[src/rtl/surv_mem_sched_pkg.sv]
// surv_mem_sched_pkg: survivor memory geometry and scheduler state encoding
package surv_mem_sched_pkg;
  localparam int NUM_COL = 8;
  localparam int COL_W = 32;
  localparam int DEPTH = 8;
  localparam int SEL_W = 3;
  localparam int CNT_W = 4;
  typedef enum logic [1:0] {FILL, LOAD, DRAIN} state_t;
endpackage

[src/rtl/surv_col_mux.sv]
// surv_col_mux: combinational NUM_COL:1 word select over the concatenated columns
module surv_col_mux
  import surv_mem_sched_pkg::*;
(
  input  logic [NUM_COL*COL_W-1:0] col_data,
  input  logic [SEL_W-1:0]         sel,
  output logic [COL_W-1:0]         word
);
  assign word = col_data[sel*COL_W +: COL_W];
endmodule

[src/rtl/surv_mem_sched.sv]
// surv_mem_sched: gates survivor column shifting and drains full/terminated blocks word by word
module surv_mem_sched
  import surv_mem_sched_pkg::*;
(
  input  logic                     clk,
  input  logic                     rst,
  input  logic                     dec_valid,
  input  logic                     dec_term,
  output logic                     dec_ready,
  output logic                     shift_en,
  input  logic [NUM_COL*COL_W-1:0] col_data,
  output logic [SEL_W-1:0]         col_sel,
  output logic [COL_W-1:0]         out_data,
  output logic                     out_valid,
  input  logic                     out_ready,
  output logic                     out_last,
  output logic                     busy
);
  localparam logic [SEL_W-1:0] LAST_SEL = SEL_W'(NUM_COL - 1);
  state_t state;
  logic [CNT_W-1:0] fill_cnt;
  logic term_pend;
  logic [SEL_W-1:0] nxt_sel;
  logic [COL_W-1:0] word;
  assign dec_ready = state == FILL;
  assign shift_en = dec_valid & dec_ready;
  // mux looks one column ahead on a drain handshake so the next word loads without a bubble
  assign nxt_sel = (state == DRAIN && out_ready && col_sel != LAST_SEL) ? col_sel + 1'b1 : col_sel;
  assign out_last = out_valid & term_pend & (col_sel == LAST_SEL);
  assign busy = !(state == FILL && fill_cnt == '0);
  surv_col_mux u_mux (.col_data(col_data), .sel(nxt_sel), .word(word));
  always_ff @(posedge clk or negedge rst) begin
    if (!rst) begin
      state <= FILL;
      fill_cnt <= '0;
      term_pend <= 1'b0;
      col_sel <= '0;
      out_data <= '0;
      out_valid <= 1'b0;
    end else begin
      case (state)
        FILL: if (dec_valid) begin
          fill_cnt <= fill_cnt + 1'b1;
          if (dec_term) term_pend <= 1'b1;
          if (dec_term || fill_cnt == CNT_W'(DEPTH - 1)) state <= LOAD;
        end
        LOAD: begin
          out_data <= word;
          out_valid <= 1'b1;
          state <= DRAIN;
        end
        DRAIN: if (out_ready) begin
          if (col_sel == LAST_SEL) begin
            out_valid <= 1'b0;
            col_sel <= '0;
            fill_cnt <= '0;
            term_pend <= 1'b0;
            state <= FILL;
          end else begin
            col_sel <= nxt_sel;
            out_data <= word;
          end
        end
        default: state <= FILL;
      endcase
    end
  end
endmodule

[config.mk]
export PLATFORM = sky130hd
export DESIGN_NAME = surv_mem_sched
export DESIGN_NICKNAME = d
export VERILOG_FILES = /design/src/rtl/surv_mem_sched_pkg.sv /design/src/rtl/surv_col_mux.sv /design/src/rtl/surv_mem_sched.sv
export SDC_FILE = /design/constraint.sdc
export NUM_CORES = 1
export LEC_CHECK = 0
export ABC_AREA = 0
export CORE_AREA = 2 2 116 118
export CTS_BUF_LIST = sky130_fd_sc_hd__clkbuf_16
export CTS_CLUSTER_DIAMETER = 40
export DETAILED_ROUTE_END_ITERATION = 6
export DIE_AREA = 0 0 118 120
export PLACE_DENSITY = 0.87
export SYNTH_ARGS = -nofsm -noshare
export SYNTH_HDL_FRONTEND = slang
export SYNTH_SLANG_ARGS = --single-unit
[constraint.sdc]
create_clock -name clk -period 3.73 [get_ports clk]
set_input_delay 0.746 -clock clk [delete_from_list [all_inputs] [get_ports clk]]
set_output_delay 0.746 -clock clk [all_outputs]
set_load 0.02 [all_outputs]
### After elaboration in Yosys (flattened, before gate mapping)

Index checks and enable logic that the tools add are counted.

| storage, ports and cells | value |
|---|---|
| register bits after elaboration | 43 |

| operators by class | value |
|---|---|
| reductions and logical operators | 15 |
| shifts and indexed selects | 1 |
| equality and inequality tests | 11 |
| mux-type cells | 20 |
| add/sub/neg operators | 2 |
| bitwise logic cells | 3 |

Operator list:

| cell | count |
|---|---|
| 256-bit by 9-bit indexed part select with 32-bit output | 1 |
| 32-bit two-way mux | 2 |
| 32-bit one-hot mux with 2 select lines | 1 |
| 4-bit two-way mux | 3 |
| 2-bit two-way mux | 4 |
| 2-bit != test, second input constant | 4 |
| 4-bit one-hot mux with 2 select lines | 1 |
| 4-bit AND reduction | 2 |
| 3-bit two-way mux | 2 |
| 2-bit one-hot mux with 3 select lines | 1 |
| 3-bit AND reduction | 2 |
| 5-bit AND reduction | 1 |
| 4-bit by 1-bit adder with 4-bit output, second input constant | 1 |
| 4-bit by 3-bit equality test with 1-bit output, second input constant | 1 |
| 4-bit logical NOT | 1 |
| 1-bit two-way mux | 4 |
| 2-bit by 1-bit != test with 1-bit output, second input constant | 2 |
| 1-bit one-hot mux with 2 select lines | 2 |
| 2-bit nonzero test | 2 |
| 3-bit by 1-bit adder with 3-bit output, second input constant | 1 |
| 1-bit bitwise AND | 3 |
| 3-bit equality test, second input constant | 1 |
| 1-bit logical AND | 3 |
| 3-bit != test, second input constant | 1 |
| 6 further kinds | 6 |

### Logic depth before layout (Yosys ltp)

Gate-level depths: netlist of the first run.

| depth | value |
|---|---|
| depth in word-level cells | 8 |
| gate-level depth with buffers | 10 |
| depth with buffers taken out | 7 |

### Hierarchy

A second synthesis of the first run with hierarchy kept.

| second synthesis, totals | value |
|---|---|
| cell total of the unflattened synthesis | 250 |
| area, all modules | 4090.2 sq um |

By module, submodules not included:

| module | area an instance (sq um) | cells each | instances |
|---|---|---|---|
| surv_col_mux | 2073.2 | 114 | 1 |
| surv_mem_sched | 2016.9 | 136 | 1 |

### Worst setup path after synthesis of the first run

Ideal clock, no wire load.

| timing path | value |
|---|---|
| kind | reg2reg |
| from | register col_sel[0] |
| to | register out_data[10] |
| period minus slack after synthesis | 2.173 ns |
| cell stages (with the launch flop) | 10 |
| slack | 1.557 ns |
| arrival time | 2.036 ns |
| cells stage by stage | dfrtp_1 > ha_1 > ha_1 > nand4bb_1 > buf_2 > mux2i_2 > nand3_1 > buf_2 > a211oi_1 > a221oi_1 |

| on the way | value |
|---|---|
| longest elaborated chain between the ends | 7 |

RTL lines:

| item | line | text |
|---|---|---|
| from (decl) | surv_mem_sched.sv:12 | `output logic [SEL_W-1:0] col_sel,` |
| from (signal assigned) | surv_mem_sched.sv:60 | `col_sel <= nxt_sel;` |
| branches (longest 7 deep; another with 3-bit by 1-bit adder with 3-bit output) | n/a |  |
| to (signal assigned) | surv_mem_sched.sv:48 | `out_data <= word;` |
| to (signal assigned) | surv_mem_sched.sv:61 | `out_data <= word;` |
| to (decl) | surv_mem_sched.sv:13 | `output logic [COL_W-1:0] out_data,` |

Parallel ways; which one is timed is not known. The select of a mux whose other input is x is not followed.
A chain may end at the register's enable or synchronous reset.

### Final worst setup path of the first run

| timing path | value |
|---|---|
| from | input port out_ready |
| to | register out_data[25] |

| on the way | value |
|---|---|
| longest elaborated chain between the ends | 7 |

RTL lines:

| item | line | text |
|---|---|---|
| from (decl) | surv_mem_sched.sv:15 | `input logic out_ready,` |
| 1-bit logical AND (2 in a row) | surv_mem_sched.sv:28 | `assign nxt_sel = (state == DRAIN && out_ready && col_sel != LAST_SEL) ? col_sel + 1'b1 : col_sel;` |
| 3-bit two-way mux | surv_mem_sched.sv:28 |  |
| 256-bit by 9-bit indexed part select with 32-bit output | surv_col_mux.sv:9 | `assign word = col_data[sel*COL_W +: COL_W];` |
| 32-bit two-way mux | surv_mem_sched.sv:53 | `if (col_sel == LAST_SEL) begin` |
| 32-bit two-way mux | surv_mem_sched.sv:52 | `DRAIN: if (out_ready) begin` |
| 32-bit one-hot mux with 2 select lines | surv_mem_sched.sv:41 | `case (state)` |

Parallel ways exist; a longest one is shown, timed or not. The select of a mux whose other input is x is not followed.

==> summary.txt, run 1 <==
Worst setup path
  • Critical Path Sink: out_data[25]
  • Worst reg-to-reg path cell count: 6
  • R2r setup slk: 0.74 ns
  • CP Data Required Time: 3.84 ns
  • CP Max Fanout: 24
  • Crit path from: out_ready
  • Worst R2R Start: col_sel[2]
  • Setup crit end kind: flop
  • Crit Path Category: in2reg
  • CP arrival: 3.18 ns
  • CP Launch Type: input port
  • R2r endpoint: out_data[25]

Clocking
  • CTS Root Cell: clkbuf_16
  • CTS tree: yes
  • H-Tree Level Count: 2
  • Post-CTS resize count: 0
  • Clock buffer count from CTS: 5
  • Clock latency on the worst-skew pair: 0.29 ns
  • Worst-path clk slew: 0.07 ns
  • Post-CTS Setup Bufs: 0
  • CTS Buffer Depth: 2
  • Cts hold-fix bufs: 0
  • Clock sink count: 43

Pwr
  • Psw: 0.002972 W
  • PnR Total Power: 0.006016 W
  • Reg power frac: 0.150
  • Internal: 0.003044 W
  • Peak VDD IR: 0.0004825 V
  • Cell Pwr Density: 688.7 nW/um^2
  • Clock power share: 0.088
  • Pleak: 3.310 nW
  • Switch share: 0.4940
  • Combinational power share: 0.763

STA
  • Slew margin rel.: 0.2786
  • Setup_tns: 0 ns
  • Least-Margin Pin Slew: 1.082 ns
  • Fmax: 325.7 MHz
  • Min Tclk post-route: 3.071 ns
  • Worst-case clock skew: 0.005229 ns
  • Period utilization: 0.8233
  • RSZ-0062 raised after global routing: no
  • Hold Vio Cnt, Final: 0
  • Fin worst setup slack: 0.6593 ns
  • Final Setup Violations: 0
  • Max Slew Vio Count: 0

Synth
  • Synth top area share: 0.2355
  • Ys flop type: dfrtp_1
  • Ys Warns: 0
  • FF+latch count, synth: 43
  • Post-synth top area cell: mux2i_1
  • Netlist cell types: 51
  • Post-synth EDFFs: 0
  • Cell area after synthesis: 5484 sq um
  • Register area share after synthesis: 0.1962
  • Mapped Avg Cell Area: 8.322 sq um
  • Ranking of synthesized cells by area: mux2i_1, dfrtp_1, a221oi_1
  • Post-synthesis cell count: 659
  • Top cells by count, synth: mux2i_1, a221oi_1, o22ai_1, nor2_1, buf_2
  • Top-count cell post-synth: mux2i_1
  • Fraction of registers with async set/reset: 1.000
  • Synth Net Count: 925

Die
  • Die height: 120 um
  • Die width: 118 um
  • Starting Density: 0.4225
  • Core Region: 12980 sq um
  • Row Count: 42
  • Die Area: 14160 sq um
  • Io pins: 301

Route
  • DR vias/cell: 6.358
  • DR DRC count: 0
  • Post-Route WL: 23.59 mm
  • Vias: 6943
  • Final ANT Viol Nets: 0
  • WL per Instance: 21.60 um
  • Drt initial violations: 737
  • Pre-antenna DRT Iters: 5

Place
  • Placed inst area: 8562 sq um
  • GP Congestion: 0.8938
  • Dpl ws: 0.3594 ns
  • IO buf count: 300
  • DP HPWL: 17.42 mm
  • Placed insts: 1084

Final layout
  • Fill cell count: 1090
  • Final Cell Area: 8735 sq um
  • N_diodes: 0
  • Multi-input logic area: 4070 sq um
  • Area Growth Syn to Fin: 59.27%
  • Register Area: 1084 sq um
  • Fin nets: 1181
  • Final Instance Count excl. Fillers: 1092
  • Proportion of layout cells with a drive suffix above 1: 0.05022

GRT
  • GRT met1 Usage: 0.4084
  • Pin count of the biggest net entering global routing: 84
  • Antenna violations before repair: 0
  • First-pass GRT wire length: 36.78 mm
  • Grt ovf: 0
  • M2 GR Usage: 0.5342
  • Gr usage total: 0.3213
  • Met3 Use GR: 0.05989
  • Gr busiest metal: met2
  • Vias in the first global route: 6869

Run status
  • Status: complete, no violations

Run
  • Max cap viols: 0

Min path
  • Hold Crit Class: reg2reg
[area by class of cell]
cell class	instances	share of cell area
repair buffers	319	0.3624
clock buffers	5	0.01432
inverters	6	0.002578
well taps	176	0.02521
multi-input cells	540	0.4660
flip-flops and latches	43	0.1241
clock inverters	3	0.005443
[layer usage]
metal  vias up  routed length [um]
met5         -                   0
met4         0                 960
met1      3238                9432
met2       429               11280
li1       3200                   -
met3        76                1913
[worst min-delay path by stage]
stage,start,end,depth (start not counted)
final,out_data[27],out_data[27],2
after global routing,out_data[27],out_data[27],2
after CTS,out_data[27],out_data[27],2
after detailed placement,out_data[27],out_data[27],2
after global placement,out_data[27],out_data[27],2
after floorplan,rst,col_sel[0],0
[kinds of logic after synthesis]
kind of cell               share of synthesized area
AOI/OAI and AO/OA                             0.3619
buffers and inverters                        0.06616
DFF                                           0.1962
muxes                                         0.2441
and+or+nand+nor                               0.1170
adders and majority gates                    0.01141
xor gates and xnor gates                    0.003195
[worst max-delay path, cell delays in order]
cell             delay, ns
clkdlybuf4s50_1       0.48
and4bb_2              0.38
and2_4                0.29
a21o_1                0.22
nor3_4                0.80
a221oi_1              0.25
[registers in the layout, indices dropped and copies added (netlist names)]
signal	flops
out_data	32
term_pend	1
col_sel	3
fill_cnt	4
out_valid	1
state	2
[placed cells by master (no fill, tap or decap), types with 2 or more instances in the layout]
master           instances
dfrtp_1                 41
a22oi_1                 22
dfrtp_4                  2
nor3b_2                  2
inv_1                    6
o2bb2ai_1               21
buf_12                   2
a211oi_1                23
nand2b_1                 3
nand4_1                  2
nand2_1                 33
and3_1                   3
o21ai_0                 24
ha_1                     5
clkdlybuf4s50_1        299
a221oi_1                69
a32oi_1                  9
mux2i_1                129
a2bb2oi_1               18
a21o_1                   3
nand3b_1                 3
nor3_2                   2
o31ai_1                  2
nor2_1                  49
a21oi_1                 16
clkbuf_16                5
nand3_1                 25
buf_4                   17
o22ai_1                 53
[power by group through the flow]
stage               Sequential, W  Combinational (W)  Clock [W]
floorplan                 0.00109            0.00278          0
global placement         0.000900            0.00445          0
CTS                      0.000898            0.00453   0.000528
global route             0.000929            0.00489   0.000558
detailed placement       0.000904            0.00451          0
finish                   0.000901            0.00459   0.000528
[stage by stage]
step           utilization  hold WS, ns
2_1_floorplan            -       0.4504
3_3_place_gp        0.6596       0.4631
3_5_place_dp        0.6596       0.4854
4_1_cts             0.6729       0.5011
5_1_grt             0.6729       0.5290
6_report            0.6729       0.4963
Power figures use the tool's default switching activity.
==> inputs of run 2 (changes only) <==
--- a/config.mk
+++ b/config.mk
@@ -6,12 +6,12 @@
 export NUM_CORES = 1
 export LEC_CHECK = 0
 export ABC_AREA = 0
-export CORE_AREA = 2 2 116 118
+export CORE_AREA = 2 2 121 123
 export CTS_BUF_LIST = sky130_fd_sc_hd__clkbuf_16
 export CTS_CLUSTER_DIAMETER = 40
 export DETAILED_ROUTE_END_ITERATION = 6
-export DIE_AREA = 0 0 118 120
-export PLACE_DENSITY = 0.87
+export DIE_AREA = 0 0 123 125
+export PLACE_DENSITY = 0.81
 export SYNTH_ARGS = -nofsm -noshare
 export SYNTH_HDL_FRONTEND = slang
 export SYNTH_SLANG_ARGS = --single-unit
==> constraint.sdc (replaced) <==
create_clock -name clk -period 2.89 [get_ports clk]
set_input_delay 0.578 -clock clk [delete_from_list [all_inputs] [get_ports clk]]
set_output_delay 0.578 -clock clk [all_outputs]
set_load 0.02 [all_outputs]
==> summary.txt, run 2 (same netlist as run 1, synthesis figures left out) <==
Clocking
  • CTS Root Cell: clkbuf_16
  • Clock buffer count from CTS: 5
  • Worst-path clk slew: 0.06 ns
  • CTS Buffer Depth: 2
  • CTS tree: yes
  • Clock sink count: 43
  • Post-CTS resize count: 0
  • Post-CTS Setup Bufs: 0
  • Cts hold-fix bufs: 0
  • H-Tree Level Count: 2
  • Clock latency on the worst-skew pair: 0.28 ns

Worst setup path
  • CP Max Fanout: 40
  • CP Launch Type: flop
  • CP peak stage delay: 0.49 ns
  • Crit Path Category: reg2reg
  • CP cell instances: ha_1 -> ha_1 -> and4bb_2 -> buf_4 -> nor2_1 -> a221oi_1 -> a221oi_1
  • CP arrival: 2.83 ns
  • Setup crit end kind: flop
  • Slowest CP cell: dfrtp_4
  • CP Data Required Time: 3.03 ns

STA
  • Hold Vio Cnt, Final: 0
  • Worst-case clock skew: 0.008049 ns
  • Setup_tns: 0 ns
  • Period utilization: 0.9278
  • RSZ-0062 raised after global routing: no
  • Final Setup Violations: 0
  • Slew margin rel.: 0.3684
  • Min Tclk post-route: 2.681 ns
  • Max Slew Vio Count: 0
  • Fmax: 372.9 MHz
  • Least-Margin Pin Slew: 0.9474 ns

Place
  • DP HPWL: 17.85 mm
  • GP Congestion: 0.8968
  • IO buf count: 300

GRT
  • Grt ovf: 0
  • Pin count of the biggest net entering global routing: 84
  • Antenna violations before repair: 0
  • First-pass GRT wire length: 36.65 mm
  • Gr usage total: 0.2979
  • Vias in the first global route: 6958

Die
  • Starting Density: 0.3861
  • Die height: 125 um
  • Die Area: 15380 sq um
  • Io pins: 301
  • Row Count: 44
  • Die width: 123 um
  • Core Region: 14200 sq um

Route
  • Drt initial violations: 508
  • DR DRC count: 0
  • Pre-antenna DRT Iters: 5
  • Post-Route WL: 23.51 mm
  • WL per Instance: 21.05 um
  • DR vias/cell: 6.231
  • Vias: 6960
  • Final ANT Viol Nets: 0

Pwr
  • Cell Pwr Density: 882.3 nW/um^2
  • Combinational power share: 0.770
  • Pleak: 3.396 nW
  • Clock power share: 0.081
  • Peak VDD IR: 0.0006558 V
  • Internal: 0.004080 W
  • Switch share: 0.4805
  • Reg power frac: 0.148
  • Psw: 0.003773 W

Final layout
  • N_diodes: 0
  • Max reg flops: 32
  • Proportion of layout cells with a drive suffix above 1: 0.06645
  • Fill cell count: 1271
  • Commonest non-fill, non-tap cell in the layout: clkdlybuf4s50_1
  • Fin nets: 1198
  • Most frequent cells in the layout: clkdlybuf4s50_1, mux2i_1, a221oi_1
  • Top reg by flops: out_data
  • Largest regs: out_data x32, fill_cnt x4, col_sel x3
  • Area Growth Syn to Fin: 62.31%
  • Post-layout util: 0.6267

Run status
  • Status: complete, no violations

Run
  • Max cap viols: 0

Min path
  • Hold Crit Class: in2async
run 2: cell count changes in the layout (fill, tap and decap cells not counted), sizes merged:
cell	change
clkinv	+1
inv	-1
buf	+17
run 2: power by group through the flow:
stage | combinational, W | clock, W | sequential, W
after detailed placement | 0.00600 | 0 | 0.00116
after CTS | 0.00601 | 0.000651 | 0.00116
final | 0.00605 | 0.000639 | 0.00116
after global placement | 0.00590 | 0 | 0.00116
after global routing | 0.00652 | 0.000671 | 0.00120
after floorplan | 0.00359 | 0 | 0.00141
run 2: worst max-delay path: cells and delay by family, from the launching register on:
family | cells | cell delay (ns)
flops | 1 | 0.49
compound gates | 2 | 0.57
simple gates | 2 | 0.58
fa+ha+maj | 2 | 0.44
buf+inv | 1 | 0.43
run 2: path summary, 6_finish.rpt:
kind	startpoint	to	cells past startpoint	slack, ns
worst max register to register	col_sel[0]	out_data[10]	7	0.21
min in group clk	out_data[27]	out_data[27]	2	0.49
worst min register to register	out_data[27]	out_data[27]	2	0.49
max in group asynchronous	rst	out_data[8]	2	1.87
worst max-delay path	col_sel[0]	out_data[10]	7	0.21
worst min-delay path	rst	out_data[13]	1	0.27
run 2: per-stage QoR:
| stage | instances | hold slack (ns) | setup WS (ns) | power [W] | area (sq um) |
|---|---|---|---|---|---|
| after floorplan | 659 | 0.2824 | 0.7166 | 0.004998 | 5484 |
| final | 1117 | 0.2693 | 0.2086 | 0.007854 | 8901 |
| after global placement | 1109 | 0.4632 | 0.07644 | 0.007059 | 8737 |
| after detailed placement | 1109 | 0.4829 | 0.09147 | 0.007158 | 8737 |
| after global routing | 1117 | 0.3154 | 0.06936 | 0.008387 | 8901 |
| after CTS | 1117 | 0.2876 | 0.2278 | 0.007817 | 8901 |
run 2: cell type report:
class                   instances  area [sq um]  area share
clock buffers                   5         125.1     0.01406
clock inverters                 3         38.79    0.004358
inverters                       6         22.52    0.002530
multi-input cells             540          4070      0.4573
flip-flops and latches         43          1084      0.1217
well taps                     184         230.2     0.02586
repair buffers                336          3331      0.3742
run 2: per-layer routing:
metal	up-vias	track usage	part of all wire
met5	-	0	0
met4	0	0.1116	0.035
met3	56	0.05109	0.075
met2	353	0.4940	0.47
met1	3323	0.3846	0.42
li1	3228	-	-
